--- config.mk ---
export PLATFORM = sky130hd
export DESIGN_NAME = arb_requester
export DESIGN_NICKNAME = d
export VERILOG_FILES = /design/src/rtl/arb_requester.sv
export SDC_FILE = /design/constraint.sdc
export NUM_CORES = 1
export LEC_CHECK = 0
export CAP_MARGIN = 25
export CORE_ASPECT_RATIO = 1.2
export CORE_MARGIN = 8
export CORE_UTILIZATION = 35
export DETAILED_ROUTE_END_ITERATION = 12
export PLACE_DENSITY = 0.57
export SLEW_MARGIN = 15
export SYNTH_ARGS = -nofsm -noshare
export SYNTH_HDL_FRONTEND = slang
export SYNTH_SLANG_ARGS = --single-unit
--- constraint.sdc ---
create_clock -name i_clk -period 3 [get_ports i_clk]
set_input_delay 0.6 -clock i_clk [delete_from_list [all_inputs] [get_ports i_clk]]
set_output_delay 0.6 -clock i_clk [all_outputs]
set_load 0.05 [all_outputs]
--- src/rtl/arb_requester.sv ---
// Requester-side client of a two-input request/grant arbiter: buffers words in a
// small FIFO, requests the bus while data is pending, and drains bounded bursts.
module arb_requester #(
  parameter int DATA_W    = 8,
  parameter int DEPTH     = 4,
  parameter int MAX_BURST = 4,
  parameter int TIMEOUT   = 15
) (
  input  logic              i_clk,
  input  logic              i_rst,
  input  logic              i_wr_en,
  input  logic [DATA_W-1:0] i_wr_data,
  input  logic              i_gnt,
  output logic              o_req,
  output logic              o_bus_valid,
  output logic [DATA_W-1:0] o_bus_data,
  output logic              o_full,
  output logic              o_drop,
  output logic              o_timeout
);

  localparam int AW = $clog2(DEPTH);
  localparam int CW = $clog2(DEPTH + 1);
  localparam int BW = $clog2(MAX_BURST + 1);
  localparam int WW = $clog2(TIMEOUT + 1);

  typedef enum logic [1:0] {IDLE, REQ, XFER, RELEASE} state_t;

  state_t            state, state_nxt;
  logic [DATA_W-1:0] mem [DEPTH];
  logic [AW-1:0]     rd_ptr, wr_ptr;
  logic [CW-1:0]     count, count_nxt;
  logic [BW-1:0]     beat_cnt, beat_nxt;
  logic [WW-1:0]     wait_cnt, wait_nxt;
  logic              push, pop, drop, tmo;
  logic              vld_p1, drop_p1, tmo_p1;
  logic [DATA_W-1:0] data_p1;

  always_comb begin
    push      = i_wr_en && (count != CW'(DEPTH));
    drop      = i_wr_en && (count == CW'(DEPTH));
    pop       = 1'b0;
    tmo       = 1'b0;
    state_nxt = state;
    beat_nxt  = beat_cnt;
    wait_nxt  = wait_cnt;
    case (state)
      IDLE: begin
        if (count != '0) state_nxt = REQ;
      end
      REQ, XFER: begin
        if (i_gnt && (count != '0)) begin
          pop       = 1'b1;
          beat_nxt  = beat_cnt + BW'(1);
          wait_nxt  = '0;
          state_nxt = XFER;
        end else begin
          wait_nxt = wait_cnt + WW'(1);
          if (wait_nxt == WW'(TIMEOUT)) begin
            state_nxt = RELEASE;
            tmo       = 1'b1;
          end
        end
      end
      RELEASE: begin
        state_nxt = IDLE;
        beat_nxt  = '0;
        wait_nxt  = '0;
      end
    endcase
    count_nxt = count + CW'(push) - CW'(pop);
    // The beat that fills the burst quota or empties the FIFO also ends the request.
    if (pop && ((beat_nxt == BW'(MAX_BURST)) || (count_nxt == '0)))
      state_nxt = RELEASE;
  end

  always_ff @(posedge i_clk) begin
    if (push) mem[wr_ptr] <= i_wr_data;
  end

  // Stage p1: registered bus beat and status pulses
  always_ff @(posedge i_clk) begin
    if (i_rst) begin
      state    <= IDLE;
      rd_ptr   <= '0;
      wr_ptr   <= '0;
      count    <= '0;
      beat_cnt <= '0;
      wait_cnt <= '0;
      vld_p1   <= 1'b0;
      data_p1  <= '0;
      drop_p1  <= 1'b0;
      tmo_p1   <= 1'b0;
    end else begin
      state    <= state_nxt;
      count    <= count_nxt;
      beat_cnt <= beat_nxt;
      wait_cnt <= wait_nxt;
      if (push) wr_ptr <= wr_ptr + AW'(1);
      if (pop)  rd_ptr <= rd_ptr + AW'(1);
      vld_p1   <= pop;
      if (pop) data_p1 <= mem[rd_ptr];
      drop_p1  <= drop;
      tmo_p1   <= tmo;
    end
  end

  assign o_req       = (state == REQ) || (state == XFER);
  assign o_bus_valid = vld_p1;
  assign o_bus_data  = data_p1;
  assign o_full      = (count == CW'(DEPTH));
  assign o_drop      = drop_p1;
  assign o_timeout   = tmo_p1;

endmodule

==> flow_metrics.py, run 1 <==
metrics = {
    "synth": {
        "yosysWarnings": 0,
        "synth_cells": 213,
        "synth_nets": 238,
        "ys_seq_elements": 59,
        "ys_seq_area_frac": 0.591,
        "synth_area_sq_um": 2540,
        "avgSynthCellArea_sq_um": 11.9,
        "yosysUniqueCellTypes": 37,
    },
    "final_layout": {
        "antenna-diode-count": 0,
        "syn2layout_area_growth_pct": 24.2,
        "fillers": 689,
        "drive_gt1_frac": 0.150,
        "design_area_sq_um": 3160,
        "layout.nets": 273,
    },
    "critical_path": {
        "cp-start-kind": "primary input",
        "cpPeakStageDelay_ns": 0.48,
        "critPathTopFamily": "adder cells",
        "path_cells": "clkdlybuf4s50_1, o31a_1, nand2_1, inv_1, ha_1, inv_1, ha_1, inv_1, fa_1, xor2_1, xnor2_1, a31oi_1, o32a_1, a311oi_2",
        "required_ns": 3.24,
        "path_buf_inv": 4,
        "critPathArrivalTime_ns": 3.06,
        "cp_common_cell": "inv_1",
        "worst_setup_path_end_kind": "flop",
        "path_class": "primary input to flop",
        "cp_slowest_cell": "clkdlybuf4s50_1",
        "cp_max_fo": 2,
    },
    "clock_tree": {
        "post_cts_buffers": 0,
        "htreeDepth": 3,
        "cts.hold.buffers_added": 0,
        "clock-root-buffer": "clkbuf_8",
        "cts.path.max_buffers": 2,
        "cts.sinks": 59,
        "path_clk_slew_ns": 0.07,
        "cts_buffers": 9,
        "cts_tree": "built",
        "cts_resized": 0,
        "clock_latency_ns": 0.33,
    },
    "run": {
        "drv_cap": 0,
    },
    "grt": {
        "grt_first_pass_wirelength_mm": 7.77,
        "antenna_found_initial": 0,
        "grt_pass1_vias": 1636,
        "track_usage": 0.102,
        "overflow": 0,
        "grt_max_degree": 17,
    },
    "place": {
        "place_hpwl_mm": 3.24,
        "io_buffers": 24,
        "post_dp_cell_area_sq_um": 2930,
        "gp_congestion": 0.775,
    },
    "sta": {
        "fin_crit_sh": 0.939,
        "period_needed_ns": 2.82,
        "finalSetupViolCount": 0,
        "tns_ns": 0,
        "worstMarginPinSlew_ns": 0.668,
        "max_slew_margin": 0.553,
        "clock_skew_ns": 0.00865,
        "rsz0062_at_grt": "false",
        "finalHoldViolCount": 0,
        "max_freq_mhz": 355,
        "slew_violations": 0,
    },
    "drt": {
        "dr.first_iter.drc_count": 44,
        "wire_per_inst_um": 14.1,
        "drt_pass1_iterations": 4,
        "drtAntennaViolNets": 0,
        "drc": 0,
        "vias": 1657,
        "vias_per_cell": 4.83,
        "wirelength_mm": 4.85,
    },
    "floorplan": {
        "die_width_um": 93.8,
        "die_h_um": 109,
        "die_area_sq_um": 10300,
        "row_count": 34,
        "initial_core_util": 0.356,
        "pin_count": 25,
        "core_sq_um": 7150,
    },
    "power_and_ir_drop": {
        "p_total_w": 0.00283,
        "p_leak_nw": 1.13,
        "ir_drop_mv": 0.422,
        "power_density_nw_per_um2": 896,
    },
    "status": {
        "status": "finished, final reports clean",
    },
    "hold_path": {
        "hold_class": "flop to flop",
    },
}
## final cells by class
| class | count | area (sq um) | share of cell area |
|---|---|---|---|
| sequential | 59 | 1500 | 0.475 |
| tap | 90 | 113 | 0.0357 |
| multi-input combinational | 133 | 967 | 0.306 |
| timing repair buffer | 33 | 308 | 0.0975 |
| inverter | 12 | 45.0 | 0.0143 |
| clock buffer | 9 | 124 | 0.0392 |
| clock inverter | 7 | 100 | 0.0317 |
## layer usage
metal	vias up	track usage	share of wire
met1	797	0.110	0.44
met4	0	0.0522	0.015
li1	819	-	-
met5	-	0	0
met3	7	0.0396	0.048
met2	34	0.169	0.50
## stage by stage
| stage | util | std cells | worst slack, ns | hold WS [ns] |
|---|---|---|---|---|
| final | 0.442 | 343 | 0.184 | 0.456 |
| after global routing | 0.442 | 343 | 0.0179 | 0.483 |
| after CTS | 0.442 | 343 | 0.176 | 0.459 |
| after detailed placement | 0.411 | 327 | -0.166 | 0.449 |
| after global placement | 0.411 | 327 | -0.121 | 0.447 |
| after floorplan | - | 213 | 0.0386 | 0.469 |
## worst reg2reg max path: cells and delay by family (launching register included)
| kind | cells | cell delay, ns |
|---|---|---|
| flops | 1 | 0.36 |
| simple gates | 1 | 0.09 |
| compound gates | 3 | 0.53 |
| xor+xnor | 2 | 0.34 |
| buf+inv | 4 | 0.28 |
| fa+ha+maj | 4 | 1.07 |
## sequential cells by signal (all words and copies together) (netlist names)
signal,flops
beat_cnt,3
count,3
mem,32
o_bus_data,8
o_bus_valid,1
o_drop,1
o_timeout,1
rd_ptr,2
state,2
wait_cnt,4
wr_ptr,2
## placed cells by master (no fill, tap or decap), drive strengths merged, types with 5 or more instances in the layout
| cell | instances |
|---|---|
| clkdlybuf4s50 | 24 |
| dfxtp | 27 |
| nor2b | 5 |
| inv | 14 |
| a21oi | 15 |
| edfxtp | 32 |
| clkbuf | 9 |
| mux4 | 8 |
| nor2 | 16 |
| o21ai | 5 |
| nand2 | 33 |
| ha | 12 |
| buf | 9 |
## worst paths after layout
path / cells after the start / slack (ns) / end / startpoint
hold / removal: 2 / 0.46 / o_bus_data[2] / o_bus_data[2]
setup / recovery: 14 / 0.18 / state[0] / i_gnt
hold reg to reg: 2 / 0.46 / o_bus_data[2] / o_bus_data[2]
setup reg to reg: 14 / 0.27 / state[0] / state[1]
## power by group
part,switching (W),internal (W)
registers,0.000102,0.000979
logic,0.000531,0.000405
clock network,0.000341,0.000473
total,0.000974,0.00186
## cell families (layout without fill, tap and decap cells)
kind of cell,after synthesis,after routing,share of synthesized area
AO/OA/AOI/OAI,30,30,0.0792
XOR/XNOR,6,6,0.0207
adder cells (fa/ha/maj),13,13,0.0669
buffers and inverters,21,61,0.0340
flip-flops,59,59,0.591
multiplexers,8,8,0.0709
AND/OR/NAND/NOR,76,76,0.138
## cell usage after synthesis, drive strengths merged
master / instances / share of area
nor3b: 1 / 0.0030
nand3: 2 / 0.0039
nor4: 1 / 0.0025
o32a: 1 / 0.0039
nand2b: 2 / 0.0049
o22ai: 1 / 0.0049
a311oi: 2 / 0.0093
mux4: 8 / 0.071
nor3: 4 / 0.0079
and2: 4 / 0.0098
and3: 4 / 0.0098
ha: 12 / 0.059
edfxtp: 32 / 0.38
a21oi: 15 / 0.030
buf: 5 / 0.010
clkbuf: 4 / 0.0059
o31ai: 1 / 0.0049
fa: 1 / 0.0079
or3: 2 / 0.0049
nand3b: 1 / 0.0030
a31oi: 1 / 0.0025
dfxtp: 27 / 0.21
o21ai: 5 / 0.0098
a22oi: 1 / 0.0030
a21o: 1 / 0.0030
xnor2: 4 / 0.014
nor4b: 1 / 0.0034
o31a: 1 / 0.0034
inv: 12 / 0.018
nor2: 16 / 0.024
o211ai: 1 / 0.0049
nand2: 33 / 0.049
nor2b: 5 / 0.012
xor2: 2 / 0.0069
Power figures use the tool's default switching activity.
==> run 2: changes to the inputs <==
CTS_BUF_LIST = sky130_fd_sc_hd__clkbuf_8 sky130_fd_sc_hd__clkbuf_16   (was default)
==> results of run 2 <==
No change in the layout: final DEF, timing and power equal those of run 1.
